File: config.mk
export PLATFORM = sky130hd
export DESIGN_NAME = jtag_dma_controller_flat
export DESIGN_NICKNAME = d
export VERILOG_FILES = /design/src/rtl/jtag_dma_controller_if.sv /design/src/rtl/jtag_dma_controller.sv /design/src/flat_wrapper.sv
export SDC_FILE = /design/constraint.sdc
export NUM_CORES = 1
export LEC_CHECK = 0
export BUFFER_PORTS_ARGS = -buffer_cell sky130_fd_sc_hd__clkbuf_2
export CORE_ASPECT_RATIO = 1.5
export CORE_MARGIN = 5
export CORE_UTILIZATION = 40
export CTS_CLUSTER_SIZE = 25
export DETAILED_ROUTE_END_ITERATION = 8
export HOLD_SLACK_MARGIN = 0.03
export PLACE_DENSITY = 0.71
export SLEW_MARGIN = 20
export SYNTH_ARGS = -nofsm -noshare
export SYNTH_HDL_FRONTEND = slang
export SYNTH_SLANG_ARGS = --single-unit
File: constraint.sdc
create_clock -name clock -period 5.2 [get_ports clock]
set_input_delay 0 -clock clock [delete_from_list [all_inputs] [get_ports clock]]
set_output_delay 0 -clock clock [all_outputs]
set_load 0.03 [all_outputs]
File: src/rtl/jtag_dma_controller_if.sv
// Bus-side handshake of the JTAG DMA controller.
//   master : the DMA controller (drives request, begin, transfer parameters, write beats)
//   slave  : the bus / arbiter (drives grant, read beats, stall, end of transfer, error)
`timescale 1ns/1ps
interface jtag_dma_controller_if;
    logic        bus_request;
    logic        bus_grant;
    logic        bus_begin_transaction;
    logic        bus_read_n_write;
    logic [31:0] bus_address;
    logic [3:0]  bus_byte_enable;
    logic [7:0]  bus_burst_size;
    logic [31:0] bus_data_out;
    logic        bus_data_valid;
    logic [31:0] bus_data_in;
    logic        bus_data_in_valid;
    logic        bus_busy;
    logic        bus_end_transaction;
    logic        bus_error;

    modport master (
        output bus_request, bus_begin_transaction, bus_read_n_write,
               bus_address, bus_byte_enable, bus_burst_size,
               bus_data_out, bus_data_valid,
        input  bus_grant, bus_data_in, bus_data_in_valid,
               bus_busy, bus_end_transaction, bus_error
    );

    modport slave (
        input  bus_request, bus_begin_transaction, bus_read_n_write,
               bus_address, bus_byte_enable, bus_burst_size,
               bus_data_out, bus_data_valid,
        output bus_grant, bus_data_in, bus_data_in_valid,
               bus_busy, bus_end_transaction, bus_error
    );
endinterface

File: src/rtl/jtag_dma_controller.sv
// JTAG DMA controller: moves burst_size+1 words between a ping-pong buffer
// and a burst bus, in either direction.
// Ports:
//   clock, reset                      rising-edge clock, synchronous active-high reset
//   cmd_write / cmd_read              one-cycle launch pulses (write wins if both)
//   cmd_address/byte_enable/burst_size transfer parameters sampled with the pulse
//   switch_ready / busy / error       idle flag, transfer-running flag, sticky abort flag
//   pp_address/writeEnable/dataIn     controller-side buffer port (read data pp_dataOut, 1-cycle latency)
//   bus                               bus handshake (master modport)
`timescale 1ns/1ps
module jtag_dma_controller #(
    parameter int BUS_TIMEOUT = 255
) (
    input  logic        clock,
    input  logic        reset,
    input  logic        cmd_write,
    input  logic        cmd_read,
    input  logic [31:0] cmd_address,
    input  logic [3:0]  cmd_byte_enable,
    input  logic [7:0]  cmd_burst_size,
    output logic        switch_ready,
    output logic        busy,
    output logic        error,
    output logic [8:0]  pp_address,
    output logic        pp_writeEnable,
    output logic [31:0] pp_dataIn,
    input  logic [31:0] pp_dataOut,
    jtag_dma_controller_if.master bus
);
    localparam int TW = $clog2(BUS_TIMEOUT + 1);

    typedef enum logic [2:0] {
        IDLE, REQUEST, BEGIN, PREFETCH, WRITE_DATA, READ_DATA, WAIT_END, DONE
    } state_t;

    state_t        state_reg, state_next;
    logic [31:0]   addr_reg;
    logic [3:0]    be_reg;
    logic [7:0]    size_reg;
    logic          dir_read_reg;
    logic [7:0]    index_reg;
    logic [TW-1:0] timeout_reg;
    logic          error_reg;
    logic          switch_ready_reg, busy_reg;
    logic          bus_request_reg, bus_begin_reg, bus_data_valid_reg;
    logic [31:0]   bus_address_reg;
    logic [3:0]    bus_be_reg;
    logic [7:0]    bus_size_reg;

    logic       launch, beat, last_beat, counting, timed_out, bus_abort;
    logic [7:0] fetch_index;

    assign launch    = cmd_write | cmd_read;
    assign beat      = ((state_reg == WRITE_DATA) && !bus.bus_busy) ||
                       ((state_reg == READ_DATA) && bus.bus_data_in_valid);
    assign last_beat = beat && (index_reg == size_reg);
    assign counting  = (state_reg == WRITE_DATA) || (state_reg == READ_DATA) ||
                       (state_reg == WAIT_END);
    // The compare is against BUS_TIMEOUT-1 so the abort takes effect after
    // exactly BUS_TIMEOUT consecutive idle cycles.
    assign timed_out = counting && !beat && (timeout_reg == TW'(BUS_TIMEOUT - 1));
    assign bus_abort = bus.bus_error && (state_reg != IDLE) && (state_reg != DONE);

    always_comb begin
        state_next = state_reg;
        if (bus_abort) begin
            state_next = DONE;
        end else begin
            case (state_reg)
                IDLE:       if (launch) state_next = REQUEST;
                REQUEST:    if (bus.bus_grant) state_next = BEGIN;
                BEGIN:      state_next = dir_read_reg ? READ_DATA : PREFETCH;
                PREFETCH:   state_next = WRITE_DATA;
                WRITE_DATA, READ_DATA: begin
                    if (bus.bus_end_transaction) state_next = DONE;
                    else if (last_beat)          state_next = WAIT_END;
                    else if (timed_out)          state_next = DONE;
                end
                WAIT_END:   if (bus.bus_end_transaction || timed_out) state_next = DONE;
                DONE:       state_next = IDLE;
                default:    state_next = IDLE;
            endcase
        end
    end

    always_ff @(posedge clock) begin
        if (reset) begin
            state_reg          <= IDLE;
            addr_reg           <= '0;
            be_reg             <= '0;
            size_reg           <= '0;
            dir_read_reg       <= 1'b0;
            index_reg          <= '0;
            timeout_reg        <= '0;
            error_reg          <= 1'b0;
            switch_ready_reg   <= 1'b1;
            busy_reg           <= 1'b0;
            bus_request_reg    <= 1'b0;
            bus_begin_reg      <= 1'b0;
            bus_data_valid_reg <= 1'b0;
            bus_address_reg    <= '0;
            bus_be_reg         <= '0;
            bus_size_reg       <= '0;
        end else begin
            state_reg          <= state_next;
            switch_ready_reg   <= (state_next == IDLE);
            busy_reg           <= (state_next != IDLE);
            bus_request_reg    <= (state_next != IDLE) && (state_next != DONE);
            bus_begin_reg      <= (state_next == BEGIN);
            bus_data_valid_reg <= (state_next == WRITE_DATA);
            bus_address_reg    <= (state_next == BEGIN) ? addr_reg : '0;
            bus_be_reg         <= (state_next == BEGIN) ? be_reg : '0;
            bus_size_reg       <= (state_next == BEGIN) ? size_reg : '0;

            if ((state_next != state_reg) || beat)
                timeout_reg <= '0;
            else if (counting)
                timeout_reg <= timeout_reg + 1'b1;

            if ((state_reg == IDLE) && launch) begin
                addr_reg     <= cmd_address;
                be_reg       <= cmd_byte_enable;
                size_reg     <= cmd_burst_size;
                dir_read_reg <= !cmd_write;
                index_reg    <= '0;
                error_reg    <= 1'b0;
            end
            if (beat)
                index_reg <= index_reg + 8'd1;
            if (state_reg == DONE) begin
                index_reg    <= '0;
                dir_read_reg <= 1'b0;
            end
            if (((state_reg != IDLE) && bus.bus_error) || timed_out)
                error_reg <= 1'b1;
        end
    end

    // On an accepted write beat the next word's address is presented at once,
    // so the buffer's one-cycle latency lines the new word up for the next
    // beat; during a stall the same address is re-read and the data holds.
    assign fetch_index    = ((state_reg == WRITE_DATA) && !bus.bus_busy) ?
                            index_reg + 8'd1 : index_reg;
    assign pp_address     = {1'b0, fetch_index};
    assign pp_writeEnable = (state_reg == READ_DATA) && bus.bus_data_in_valid && !reset;
    assign pp_dataIn      = (state_reg == READ_DATA) ? bus.bus_data_in : '0;

    assign switch_ready              = switch_ready_reg;
    assign busy                      = busy_reg;
    assign error                     = error_reg;
    assign bus.bus_request           = bus_request_reg;
    assign bus.bus_begin_transaction = bus_begin_reg;
    assign bus.bus_read_n_write      = dir_read_reg;
    assign bus.bus_address           = bus_address_reg;
    assign bus.bus_byte_enable       = bus_be_reg;
    assign bus.bus_burst_size        = bus_size_reg;
    assign bus.bus_data_valid        = bus_data_valid_reg;
    assign bus.bus_data_out          = (state_reg == WRITE_DATA) ? pp_dataOut : '0;
endmodule

File: src/flat_wrapper.sv
// flat-port wrapper written by rule: the top's interface ports become plain ports
module jtag_dma_controller_flat 
#(
    parameter int BUS_TIMEOUT = 255
)
  (clock, reset, cmd_write, cmd_read, cmd_address, cmd_byte_enable, cmd_burst_size, switch_ready, busy, error, pp_address, pp_writeEnable, pp_dataIn, pp_dataOut, bus_bus_request, bus_bus_begin_transaction, bus_bus_read_n_write, bus_bus_address, bus_bus_byte_enable, bus_bus_burst_size, bus_bus_data_out, bus_bus_data_valid, bus_bus_grant, bus_bus_data_in, bus_bus_data_in_valid, bus_bus_busy, bus_bus_end_transaction, bus_bus_error);
  jtag_dma_controller_if bus_i ();
  input  logic clock;
  input  logic reset;
  input  logic cmd_write;
  input  logic cmd_read;
  input  logic [31:0] cmd_address;
  input  logic [3:0] cmd_byte_enable;
  input  logic [7:0] cmd_burst_size;
  output logic switch_ready;
  output logic busy;
  output logic error;
  output logic [8:0] pp_address;
  output logic pp_writeEnable;
  output logic [31:0] pp_dataIn;
  input  logic [31:0] pp_dataOut;
  output wire logic [$bits(bus_i.bus_request)-1:0] bus_bus_request;
  output wire logic [$bits(bus_i.bus_begin_transaction)-1:0] bus_bus_begin_transaction;
  output wire logic [$bits(bus_i.bus_read_n_write)-1:0] bus_bus_read_n_write;
  output wire logic [$bits(bus_i.bus_address)-1:0] bus_bus_address;
  output wire logic [$bits(bus_i.bus_byte_enable)-1:0] bus_bus_byte_enable;
  output wire logic [$bits(bus_i.bus_burst_size)-1:0] bus_bus_burst_size;
  output wire logic [$bits(bus_i.bus_data_out)-1:0] bus_bus_data_out;
  output wire logic [$bits(bus_i.bus_data_valid)-1:0] bus_bus_data_valid;
  input wire logic [$bits(bus_i.bus_grant)-1:0] bus_bus_grant;
  input wire logic [$bits(bus_i.bus_data_in)-1:0] bus_bus_data_in;
  input wire logic [$bits(bus_i.bus_data_in_valid)-1:0] bus_bus_data_in_valid;
  input wire logic [$bits(bus_i.bus_busy)-1:0] bus_bus_busy;
  input wire logic [$bits(bus_i.bus_end_transaction)-1:0] bus_bus_end_transaction;
  input wire logic [$bits(bus_i.bus_error)-1:0] bus_bus_error;
  assign bus_bus_request = bus_i.bus_request;
  assign bus_bus_begin_transaction = bus_i.bus_begin_transaction;
  assign bus_bus_read_n_write = bus_i.bus_read_n_write;
  assign bus_bus_address = bus_i.bus_address;
  assign bus_bus_byte_enable = bus_i.bus_byte_enable;
  assign bus_bus_burst_size = bus_i.bus_burst_size;
  assign bus_bus_data_out = bus_i.bus_data_out;
  assign bus_bus_data_valid = bus_i.bus_data_valid;
  assign bus_i.bus_grant = bus_bus_grant;
  assign bus_i.bus_data_in = bus_bus_data_in;
  assign bus_i.bus_data_in_valid = bus_bus_data_in_valid;
  assign bus_i.bus_busy = bus_bus_busy;
  assign bus_i.bus_end_transaction = bus_bus_end_transaction;
  assign bus_i.bus_error = bus_bus_error;
  jtag_dma_controller #(.BUS_TIMEOUT(BUS_TIMEOUT)) u_core (.clock(clock), .reset(reset), .cmd_write(cmd_write), .cmd_read(cmd_read), .cmd_address(cmd_address), .cmd_byte_enable(cmd_byte_enable), .cmd_burst_size(cmd_burst_size), .switch_ready(switch_ready), .busy(busy), .error(error), .pp_address(pp_address), .pp_writeEnable(pp_writeEnable), .pp_dataIn(pp_dataIn), .pp_dataOut(pp_dataOut), .bus(bus_i));
endmodule
==> impl_metrics.yaml <==
synth:
  yosysUniqueCellTypes: 52
  ys_seq_area_share_pct: 46.3
  synth_top_cell_by_area: "dfxtp_1"
  synth_warnings: 0
  synth.cell_area_mm2: 0.00493
  ys_async_sr_fraction_pct: 0
  synth_top_cell_area_share_pct: 46.3
  syn_nets: 726
  synth_edf_count: 0
  syn_area_per_cell_um2: 8.13
  yosys_most_used_dff: "dfxtp_1"
  ys_top_cells_by_area: "dfxtp_1 (46%), nand2_1 (8.2%), a21oi_1 (5.5%), and3_1 (4.7%), and2_1 (4.3%)"
  synth-seq-cells: 114
  syn_inst: 606
layout:
  final-seq-area_mm2: 0.00228
  multi_input_area_mm2: 0.00244
  final_common_cell: "clkbuf_2"
  layout.cells.non_filler: 1042
  final_cell_mix: "clkbuf_2 (240), dfxtp_1 (114), nand2_1 (108), a21oi_1 (54), nor2_1 (53)"
  final_core_util_pct: 61.9
  area_growth_syn_to_layout_pct: 50.8
  fin_nets: 997
  nFillCells: 1001
  drive_gt1_share_pct: 33.1
  antenna_cells: 0
critical_path:
  critical_path_arrival_ns: 3.48
  r2r-start: "u_core.state_reg[2]"
  r2r-end: "u_core.bus.bus_address[17]"
  required_ns: 5.55
  r2r_setup_slack_ns: 2.07
  cp_max_fo: 37
  critPathLaunchType: "register"
  ff2ff_path_depth: 7
  path_class: "register to register"
  end_kind: "register"
detailed_routing:
  route.detailed.drc: 0
  drt-vias-per-instance: 5.04
  dr.pass1.iters: 4
  ant_nets: 0
  first_iter_violations: 261
  wl_per_cell_um: 15.8
  routed_wl_um: 16400
  vias: 5248
clock_tree:
  cts.sinks: 114
  clock_latency_ns: 0.42
  htree_levels: 4
  cts_root_buffer: "clkbuf_16"
  cts_inserted_buffers: 17
  clockBufferDepth: 2
  cts_setup_buffers: 0
  cts_tree: "done"
  cts.clk_slew.worst_paths_ns: 0.05
sta:
  final.min_clock_period_ns: 3.13
  final.period_utilization_pct: 60.1
  setup_violations: 0
  hold_viol: 0
  fmax_mhz: 320
  maxSlewViolCount: 0
  tightest_slew_ns: 0.761
  skew_ns: 0.00879
  slew_headroom_pct: 49.2
  rsz0062_at_grt: "no"
  finalWorstSetupSlack_ns: 2.07
  final.setup.tns_ns: 0
global_route:
  grt_overflow: 0
  grt_pass1_vias: 5263
  grt_pass1_wl_um: 26000
  antenna_found_initial: 0
  grt_max_degree: 53
  grtUsageTotal_pct: 22.0
min_path:
  whs_path_depth: 4
  hold_path_class: "input pin to register"
  whs_endpoint: "u_core.addr_reg[6]"
  hp-start: "cmd_read"
power_and_ir_drop:
  leakagePower_nw: 3.57
  power_density_mw_per_mm2: 550
  ir_worst_vdd_mv: 0.249
  total_power_mw: 4.09
placement:
  post-place-ws_ns: 1.85
  place_congestion: 0.861
  portBuffers: 240
  hpwlAfterDp_um: 11300
  dp.cells: 957
floorplanning:
  die_x_um: 101
  die_area_mm2: 0.0147
  pin_count: 242
  core_mm2: 0.0120
  rows: 49
  dieHeight_um: 146
  start_util_pct: 41.0
status:
  status: "finished clean"
flow_run:
  drv_cap: 0
[metrics by stage]
stage / area [µm²] / hold WS, ns
floorplan: 4930 / 0.0956
global placement: 6160 / 0.228
detailed placement: 6220 / 0.230
CTS: 7380 / 0.0436
global route: 7440 / 0.0735
finish: 7440 / 0.0505
[repair_timing]
item                                    in CTS  in global routing
gates resized for setup                      0                  0
endpoints found under the setup margin       0                  0
endpoints found under the hold margin       45                  0
hold buffers                                52                  0
[metal layers]
metal  vias to the layer above  track usage (%)  share of wire [%]
li1                       2599                -                  -
met1                      2422             23.4                 37
met2                       204             41.1                 55
met3                        23             5.90                6.5
met4                         0             7.01                1.8
met5                         -                0                  0
[worst max-delay path, stage by stage, from the launching register on]
cell and delay, ns:
dfxtp_1 0.69, nor2b_4 0.69, o21a_1 0.45, nand4_1 0.24, a311o_1 0.37, buf_4 0.24
clkinv_4 0.16, and4_1 0.21
[power breakdown]
group | total, mW | leakage [nW] | internal (mW) | switching [mW]
logic | 1.71 | 2.34 | 0.573 | 1.14
registers | 1.14 | 0.927 | 1.03 | 0.113
clock network | 1.24 | 0.304 | 0.847 | 0.389
total | 4.09 | 3.57 | 2.45 | 1.64
[synth_stat cells (all sizes together), types with 14 or more instances]
cell type	number
nand3	33
buf	19
and2	34
and3	37
nor2	54
clkbuf	29
nor3	15
a21oi	54
o21ai	14
nand2	108
and4	19
dfxtp	114
[cell families after synthesis]
group	share of synthesized area, %
xor+xnor	3.73
other cells	0.0761
fa+ha+maj	0.762
buf+inv	5.15
flops	46.3
simple gates	33.4
compound gates	10.6
[how the worst max path moves through the flow]
| stage | start | end | slack, ns | cells after the start |
|---|---|---|---|---|
| 2_1_floorplan | u_core.state_reg[0] | u_core.timeout_reg[5] | 3.42 | 7 |
| 3_3_place_gp | u_core.state_reg[2] | u_core.bus.bus_address[20] | 1.90 | 7 |
| 3_5_place_dp | u_core.state_reg[2] | u_core.bus.bus_address[26] | 1.85 | 7 |
| 4_1_cts | u_core.state_reg[2] | u_core.bus.bus_address[17] | 1.81 | 7 |
| 5_1_grt | u_core.state_reg[2] | u_core.bus.bus_address[20] | 1.79 | 7 |
| 6_report | u_core.state_reg[2] | u_core.bus.bus_address[17] | 2.07 | 7 |
[area by class of cell]
type                    count  share of cell area, %
clock buffers              22                   6.51
inverters                   6                  0.370
clock inverters             9                   2.05
flip-flops and latches    114                   30.7
repair buffers            300                   25.0
multi-input cells         438                   32.8
well taps                 153                   2.57
Power figures use the tool's default switching activity.
